$ cat config.mk
export PLATFORM = sky130hd
export DESIGN_NAME = zynq_frame_packer
export DESIGN_NICKNAME = d
export VERILOG_FILES = /design/src/rtl/zynq_frame_packer.sv
export SDC_FILE = /design/constraint.sdc
export NUM_CORES = 1
export LEC_CHECK = 0
export BUFFER_PORTS_ARGS = -buffer_cell sky130_fd_sc_hd__buf_2
export CAP_MARGIN = 25
export CORE_ASPECT_RATIO = 1.75
export CORE_MARGIN = 4
export CORE_UTILIZATION = 55
export DETAILED_ROUTE_END_ITERATION = 12
export PLACE_DENSITY = 0.76
export SLEW_MARGIN = 30
export SYNTH_ARGS = -nofsm -noshare
export SYNTH_HDL_FRONTEND = slang
export SYNTH_SLANG_ARGS = --single-unit
$ cat constraint.sdc
create_clock -name CK50 -period 15 [get_ports CK50]
set_input_delay 3 -clock CK50 [delete_from_list [all_inputs] [get_ports CK50]]
set_output_delay 3 -clock CK50 [all_outputs]
set_load 0.005 [all_outputs]
$ cat src/rtl/zynq_frame_packer.sv
// Packs 12-bit ADC samples (two per word) into framed 32-bit events
// with header/marker/trailer words, buffered in a FWFT FIFO towards the ZYNQ.
module zynq_frame_packer #(
  parameter  int unsigned DEPTH = 16,
  parameter  int unsigned CHAN  = 8,
  localparam int unsigned CW    = (CHAN > 1) ? $clog2(CHAN) : 1,
  localparam int unsigned AW    = $clog2(DEPTH)
) (
  input  logic          CK50,
  input  logic          RST,
  input  logic          EOS,
  input  logic          DONE,
  input  logic [15:0]   DIN,
  input  logic          DIN_VALID,
  input  logic [CW-1:0] CHAN_ID,
  output logic          DIN_READY,
  output logic [31:0]   DOUT,
  output logic          DOUT_VALID,
  input  logic          DOUT_READY,
  output logic [15:0]   EVT_CNT,
  output logic          EOS_ERR
);

  typedef enum logic [2:0] {IDLE, HEADER, DATA, MARKER, FLUSH, TRAILER} state_t;

  state_t        state_q, state_d;
  logic [15:0]   held_q, held_d;
  logic          pend_q, pend_d;
  logic [CW-1:0] lastc_q, lastc_d;
  logic          lastv_q, lastv_d;
  logic [15:0]   wcnt_q, wcnt_d;
  logic [15:0]   evt_q, evt_d;
  logic          err_q, err_d;
  logic          done_q, done_d;
  logic          ftrl_q, ftrl_d;

  logic [31:0]   mem_q [DEPTH];
  logic [AW-1:0] wptr_q, rptr_q;
  logic [AW:0]   cnt_q;
  logic          full, empty, push, pop;
  logic [31:0]   wdata;
  logic [15:0]   wcnt_inc;
  logic          chan_match, done_evt;

  assign full       = (cnt_q == (AW+1)'(DEPTH));
  assign empty      = (cnt_q == '0);
  assign pop        = DOUT_READY && !empty;
  assign wcnt_inc   = (wcnt_q == 16'hFFFF) ? wcnt_q : wcnt_q + 16'd1;
  assign chan_match = lastv_q && (CHAN_ID == lastc_q);
  assign done_evt   = DONE || done_q;

  always_comb begin
    state_d   = state_q;
    held_d    = held_q;
    pend_d    = pend_q;
    lastc_d   = lastc_q;
    lastv_d   = lastv_q;
    wcnt_d    = wcnt_q;
    evt_d     = evt_q;
    ftrl_d    = ftrl_q;
    err_d     = err_q | (EOS && state_q != IDLE);
    done_d    = done_q | (DONE && state_q != IDLE && state_q != TRAILER);
    push      = 1'b0;
    wdata     = '0;
    DIN_READY = 1'b0;
    case (state_q)
      IDLE: if (EOS) state_d = HEADER;
      HEADER: if (!full) begin
        push    = 1'b1;
        wdata   = {8'hA5, evt_q, 8'h00};
        wcnt_d  = 16'd1;
        pend_d  = 1'b0;
        lastv_d = 1'b0;
        state_d = DATA;
      end
      DATA: begin
        // DONE (live or latched while blocked elsewhere) wins over any sample
        if (done_evt) begin
          done_d  = 1'b0;
          ftrl_d  = 1'b1;
          state_d = pend_q ? FLUSH : TRAILER;
        end else begin
          DIN_READY = !full && chan_match;
          if (DIN_VALID && !chan_match) begin
            ftrl_d  = 1'b0;
            state_d = pend_q ? FLUSH : MARKER;
          end else if (DIN_VALID && DIN_READY) begin
            if (pend_q) begin
              push   = 1'b1;
              wdata  = {held_q, DIN};
              pend_d = 1'b0;
              wcnt_d = wcnt_inc;
            end else begin
              held_d = DIN;
              pend_d = 1'b1;
            end
          end
        end
      end
      MARKER: if (!full) begin
        push    = 1'b1;
        wdata   = {8'hC3, 24'(CHAN_ID)};
        wcnt_d  = wcnt_inc;
        lastc_d = CHAN_ID;
        lastv_d = 1'b1;
        state_d = DATA;
      end
      FLUSH: if (!full) begin
        push    = 1'b1;
        wdata   = {held_q, 16'h0000};
        wcnt_d  = wcnt_inc;
        pend_d  = 1'b0;
        state_d = ftrl_q ? TRAILER : MARKER;
      end
      TRAILER: if (!full) begin
        push    = 1'b1;
        wdata   = {8'h5A, 8'h00, wcnt_q};
        evt_d   = evt_q + 16'd1;
        state_d = IDLE;
      end
      default: state_d = IDLE;
    endcase
  end

  always_ff @(posedge CK50) begin
    if (RST) begin
      state_q <= IDLE;
      held_q  <= '0;
      pend_q  <= 1'b0;
      lastc_q <= '0;
      lastv_q <= 1'b0;
      wcnt_q  <= '0;
      evt_q   <= '0;
      err_q   <= 1'b0;
      done_q  <= 1'b0;
      ftrl_q  <= 1'b0;
      wptr_q  <= '0;
      rptr_q  <= '0;
      cnt_q   <= '0;
    end else begin
      state_q <= state_d;
      held_q  <= held_d;
      pend_q  <= pend_d;
      lastc_q <= lastc_d;
      lastv_q <= lastv_d;
      wcnt_q  <= wcnt_d;
      evt_q   <= evt_d;
      err_q   <= err_d;
      done_q  <= done_d;
      ftrl_q  <= ftrl_d;
      if (push) wptr_q <= wptr_q + AW'(1);
      if (pop)  rptr_q <= rptr_q + AW'(1);
      if (push && !pop)      cnt_q <= cnt_q + (AW+1)'(1);
      else if (!push && pop) cnt_q <= cnt_q - (AW+1)'(1);
    end
  end

  always_ff @(posedge CK50) begin
    if (push) mem_q[wptr_q] <= wdata;
  end

  assign DOUT       = empty ? '0 : mem_q[rptr_q];
  assign DOUT_VALID = !empty;
  assign EVT_CNT    = evt_q;
  assign EOS_ERR    = err_q;

endmodule

== Word level (Yosys, flattened, before mapping) ==
Memories as Yosys holds them, arrays and structs flattened. A register that Yosys moved wholly into a read port is not among the register bits.
Cells that the tools add are included.

* Add/subtract/negate cells: 6
* Eq/ne operators: 22
* Multiplexer cells: 54
* Bitwise logic cells: 6
* Reduce and logical (&&, ||, !) cells: 36

{| class="wikitable"
|+ Operators by type and width
! cell !! count
|-
| $mux 32 || 8
|-
| $pmux 32 s5 || 1
|-
| $mux 16 || 7
|-
| $pmux 16 s3 || 1
|-
| $add 16x1->16 const B || 2
|-
| $mux 31 || 1
|-
| $mux 3 || 8
|-
| $ne 2x2->1 const B || 12
|-
| $mux 1 || 20
|-
| $eq 16x16->1 const B || 1
|-
| $pmux 3 s5 || 1
|-
| $reduce_and 5->1 || 3
|-
| $logic_and 1x1->1 || 10
|-
| $mux 5 || 2
|-
| $add 4x1->4 const B || 2
|-
| $mux 4 || 2
|-
| $reduce_bool 2->1 || 4
|-
| $reduce_and 7->1 || 1
|-
| $eq 3x2->1 const B || 2
|-
| $eq 3x3->1 const B || 2
|-
| $ne 3x3->1 const B || 2
|-
| $pmux 1 s2 || 3
|-
| $reduce_and 2->1 || 3
|-
| $reduce_bool 3->1 || 2
|-
| 14 further kinds || 24
|}

* Flip-flop bits (word level): 72
* RAM bits: 512
* Word-level logic and storage cells: 138
* Memories kept: 1

{| class="wikitable"
|+ Memory list
! name !! words !! width !! read ports !! clocked after Yosys merged registers in !! wr ports !! RTL line !! source
|-
| mem_q || 16 || 32 || 1 || 1 || 1 || 37 || <nowiki>logic [31:0] mem_q [DEPTH];</nowiki>
|}

== Longest topological paths before layout ==
* Word-level depth: 12
* Gate-level depth with buffers: 13
* Gate-level depth less buffers: 11

== Worst setup path before layout ==
OpenSTA, ideal clock, no wires.

* Kind: input to register
* From: in CHAN_ID[0]
* To: mem mem_q[0][0], enable pin
* Data arrival time: 6413 ps
* Setup slack: 8125 ps
* Stages: 6
* Path through: xnor2_1 > nand4_1 > o41ai_1 > buf_2 > nand2_1 > nor3_1

* Cells in the longest elaborated chain, start to end: 10
* Elaborated cells on any way between the ends: 12

{| class="wikitable"
|+ Ends and longest elaborated chain
! element !! RTL line !! source
|-
| start: declaration || 15 || <nowiki>input logic [CW-1:0] CHAN_ID,</nowiki>
|-
| $eq 3x3->1 * || 49 || <nowiki>assign chan_match = lastv_q && (CHAN_ID == lastc_q);</nowiki>
|-
| $logic_and 1x1->1 * || 49 ||
|-
| $logic_and 1x1->1 || 83 || <nowiki>DIN_READY = !full && chan_match;</nowiki>
|-
| $logic_and 1x1->1 || 87 || <nowiki>end else if (DIN_VALID && DIN_READY) begin</nowiki>
|-
| $mux 1 || 87 ||
|-
| $mux 1 * || 84 || <nowiki>if (DIN_VALID && !chan_match) begin</nowiki>
|-
| $mux 1 * || 78 || <nowiki>if (done_evt) begin</nowiki>
|-
| $pmux 1 s2 * || 66 || <nowiki>case (state_q)</nowiki>
|-
| net push || 40 || <nowiki>logic full, empty, push, pop;</nowiki>
|-
| $mux 1 * || 159 || <nowiki>if (push) mem_q[wptr_q] <= wdata;</nowiki>
|-
| $mux 1 (not written as such) * || 159 ||
|-
| end: declaration || 37 ||
|}

Mark *: on every way through the listed nets, which the timed path passes. The rest lies on a longest branch.

== Worst setup path in the final report ==
* From: in CHAN_ID[0]
* To: out DIN_READY

* Cells in the longest elaborated chain, start to end: 5

{| class="wikitable"
|+ Ends and longest elaborated chain
! element !! RTL line !! source
|-
| $eq 3x3->1 || 49 ||
|-
| $logic_and 1x1->1 || 49 ||
|-
| $logic_and 1x1->1 || 83 ||
|-
| $mux 1 || 78 ||
|-
| $mux 1 || 66 ||
|-
| end: declaration || 16 || <nowiki>output logic DIN_READY,</nowiki>
|}

No other way between the ends.

==> impl_metrics.yaml <==
placed_design:
  hpwl_um: 30620
  place_congestion: 0.9780
  io_buffers: 75
  dp_cells: 1824
  dpl-instance-area_um2: 24610
cells_and_area:
  fin_cells: 1915
  final_cell_area_um2: 26260
  finalNetCount: 1357
  finish.utilization_pct: 62.53
  final_common_cell: "edfxtp_1"
  drive_gt1_share_pct: 26.99
  diodes: 0
  area_growth_pct: 11.82
  final_cell_mix: "edfxtp_1, mux4_2, buf_2"
  fillerInstances: 2821
setup_path:
  worstRegToRegCells: 11
  r2r-start: "cnt_q[2]$_SDFFE_PP0P_"
  cp-end-kind: "primary output"
  start_kind: "input pin"
  crit_type: "input pin to primary output"
  cp_data_arrival_time_ns: 4.10
  critPathRequiredTime_ns: 12.00
  rr_endpoint: "cnt_q[4]$_SDFFE_PP0P_"
  r2r_slack_ns: 10.85
  path_max_fanout: 7
clock_tree:
  cts-resized-gates: 0
  postCtsSetupBuffers: 0
  cts_tree: "built"
  cts.path.max_buffers: 3
  h-tree-depth: 2
  root_buffer: "clkbuf_16"
  clkLatencyLatePin_ns: 0.57
  cts_hold_buffers: 0
  cts_buffers: 49
  path_clk_slew_ns: 0.06
  cts_sinks: 588
sta:
  timing.setup.tns_ns: 0
  max_slew_margin_pct: 33.90
  grt_setup_unrepaired: "false"
  period_minus_slack_ns: 7.099
  hold_viol_final: 0
  fin_crit_sh_pct: 47.33
  fmax_ghz: 0.1409
  finalMaxSlewViolations: 0
  fin_skew_ns: 0.02378
  setup_violations: 0
  worst_slew_pin_slew_ns: 0.9915
min_path:
  whs_path_depth: 2
  min_path_type: "flip-flop to flip-flop"
  min_to: "EOS_ERR$_SDFF_PP0_"
  min-delay-start: "EOS_ERR$_SDFF_PP0_"
global_routing:
  grt-ovfl-total: 0
  grt_pass1_vias: 12700
  grt_max_degree: 67
  antenna_found_initial: 1
  grt.total_usage_pct: 23.97
  grt_pass1_wl_um: 81210
drt:
  drt-total-wl_um: 54010
  num_vias: 12230
  post_drt_wl_per_cell_um: 28.20
  first_pass_iters: 5
  drc: 0
  drt.antenna.violating_nets: 0
  first_iter_violations: 1233
  via_per_inst: 6.385
floorplan:
  io_pins: 76
  num_rows: 99
  initial_core_util_pct: 55.92
  dieWidth_um: 164.2
  dieArea_um2: 46190
  die_h_um: 281.3
  core_area_um2: 41990
pwr:
  power.density_nw_per_um2: 154.8
  irDropWorstVdd_mv: 0.1123
  power.leakage_nw: 8.179
flow_run:
  drv_cap: 0
status:
  status: "finished, final reports clean"
yosys:
  synth-seq-cells: 588
  ys_warn_count: 0
  async_flop_share_pct: 0
  syn_area_um2: 23480
  synth_fp_nets: 1272
  synth_ff_type: "edfxtp_1"
  ys_types: 58
  syn-mean-instance-area_um2: 19.01
  ys_seq_area_share_pct: 71.96
  synth_edf_count: 512
  synth_cells: 1235
==> worst max-delay path: stages <==
cell     delay, ns
buf_2         0.12
xnor2_1       0.19
nand4_1       0.37
nor3_1        0.27
buf_2         0.15
==> where the power goes <==
| part | internal, W | switching [W] | leakage (nW) |
|---|---|---|---|
| registers | 0.00186 | 0.0000814 | 5.14 |
| clock network | 0.000748 | 0.000557 | 0.806 |
| logic | 0.000400 | 0.000418 | 2.24 |
| total | 0.00301 | 0.00106 | 8.18 |
==> through the flow <==
step	setup slack [ns]	power, W	hold slack (ns)
finish	7.901	0.004065	0.4706
floorplan	8.125	0.002539	0.4488
detailed placement	7.909	0.002803	0.4555
global route	7.795	0.004230	0.5005
global placement	7.994	0.002781	0.4512
CTS	7.903	0.004098	0.4724
==> flip-flops by register name, indices dropped and copies added, names as in the netlist, named ones only <==
| name | count |
|---|---|
| held_q | 16 |
| pend_q | 1 |
| state_q | 3 |
| done_q | 1 |
| lastc_q | 3 |
| lastv_q | 1 |
| ftrl_q | 1 |
| wcnt_q | 16 |
| wptr_q | 4 |
| rptr_q | 4 |
| EVT_CNT | 16 |
| EOS_ERR | 1 |
| mem_q | 512 |
| cnt_q | 5 |
==> layer usage <==
metal  track usage, %  routed length [um]  up-vias
li1                 -                   -     5171
met1            30.83               19190     6348
met2            42.26               28980      598
met3            2.750                3745      111
met4            8.846                2087        0
met5                0                   0        -
==> final cells by class <==
type                    count  area, um2  area share [%]
clock buffers              68       1380           5.256
clock inverters            23      262.8           1.001
inverters                  14      52.55          0.2001
multi-input cells         565       6375           24.28
flip-flops and latches    588      16910           64.39
well taps                 555      694.4           2.645
repair buffers            102      585.6           2.230
==> cell usage after synthesis (2+ instances only) <==
cell type / instances / area share [%]
a2111oi_1: 4 / 0.17
a211o_1: 2 / 0.075
a211oi_1: 6 / 0.19
a21o_1: 10 / 0.32
a21oi_1: 26 / 0.55
a221o_1: 2 / 0.085
a22o_1: 14 / 0.52
a22oi_1: 9 / 0.29
and2_1: 34 / 0.91
and3_1: 6 / 0.16
buf_1: 3 / 0.048
buf_2: 23 / 0.49
buf_6: 2 / 0.096
clkbuf_1: 39 / 0.62
dfxtp_1: 76 / 6.5
edfxtp_1: 512 / 65
ha_1: 11 / 0.59
inv_1: 14 / 0.22
mux2i_1: 29 / 1.2
mux4_2: 160 / 15
nand2_1: 54 / 0.86
nand2b_1: 5 / 0.13
nand3_1: 29 / 0.62
nand4_1: 7 / 0.19
nor2_1: 65 / 1.0
nor2b_1: 3 / 0.080
nor3_1: 9 / 0.19
o21ai_0: 7 / 0.15
o31ai_1: 5 / 0.16
o41ai_1: 2 / 0.075
or2_2: 2 / 0.053
or3_1: 11 / 0.29
or4_1: 6 / 0.19
xnor2_1: 11 / 0.41
xor2_1: 14 / 0.52
==> worst max-delay path by stage <==
stage / cells after the start / startpoint / to
after floorplan: 6 / CHAN_ID[0] / mem_q[0][0]$_DFFE_PP_
after global placement: 5 / CHAN_ID[0] / DIN_READY
after detailed placement: 5 / CHAN_ID[0] / DIN_READY
after CTS: 5 / CHAN_ID[0] / DIN_READY
after global routing: 5 / CHAN_ID[1] / DIN_READY
final: 5 / CHAN_ID[0] / DIN_READY
==> cell families after synthesis <==
kind of cell    Yosys count  synth area share (%)
buf+inv                  82                 1.513
fa+ha+maj                12                0.6714
flops                   588                 71.96
xor+xnor                 25                0.9325
compound gates          102                 3.304
simple gates            237                 5.036
mux                     189                 16.58
Power figures use the tool's default switching activity.
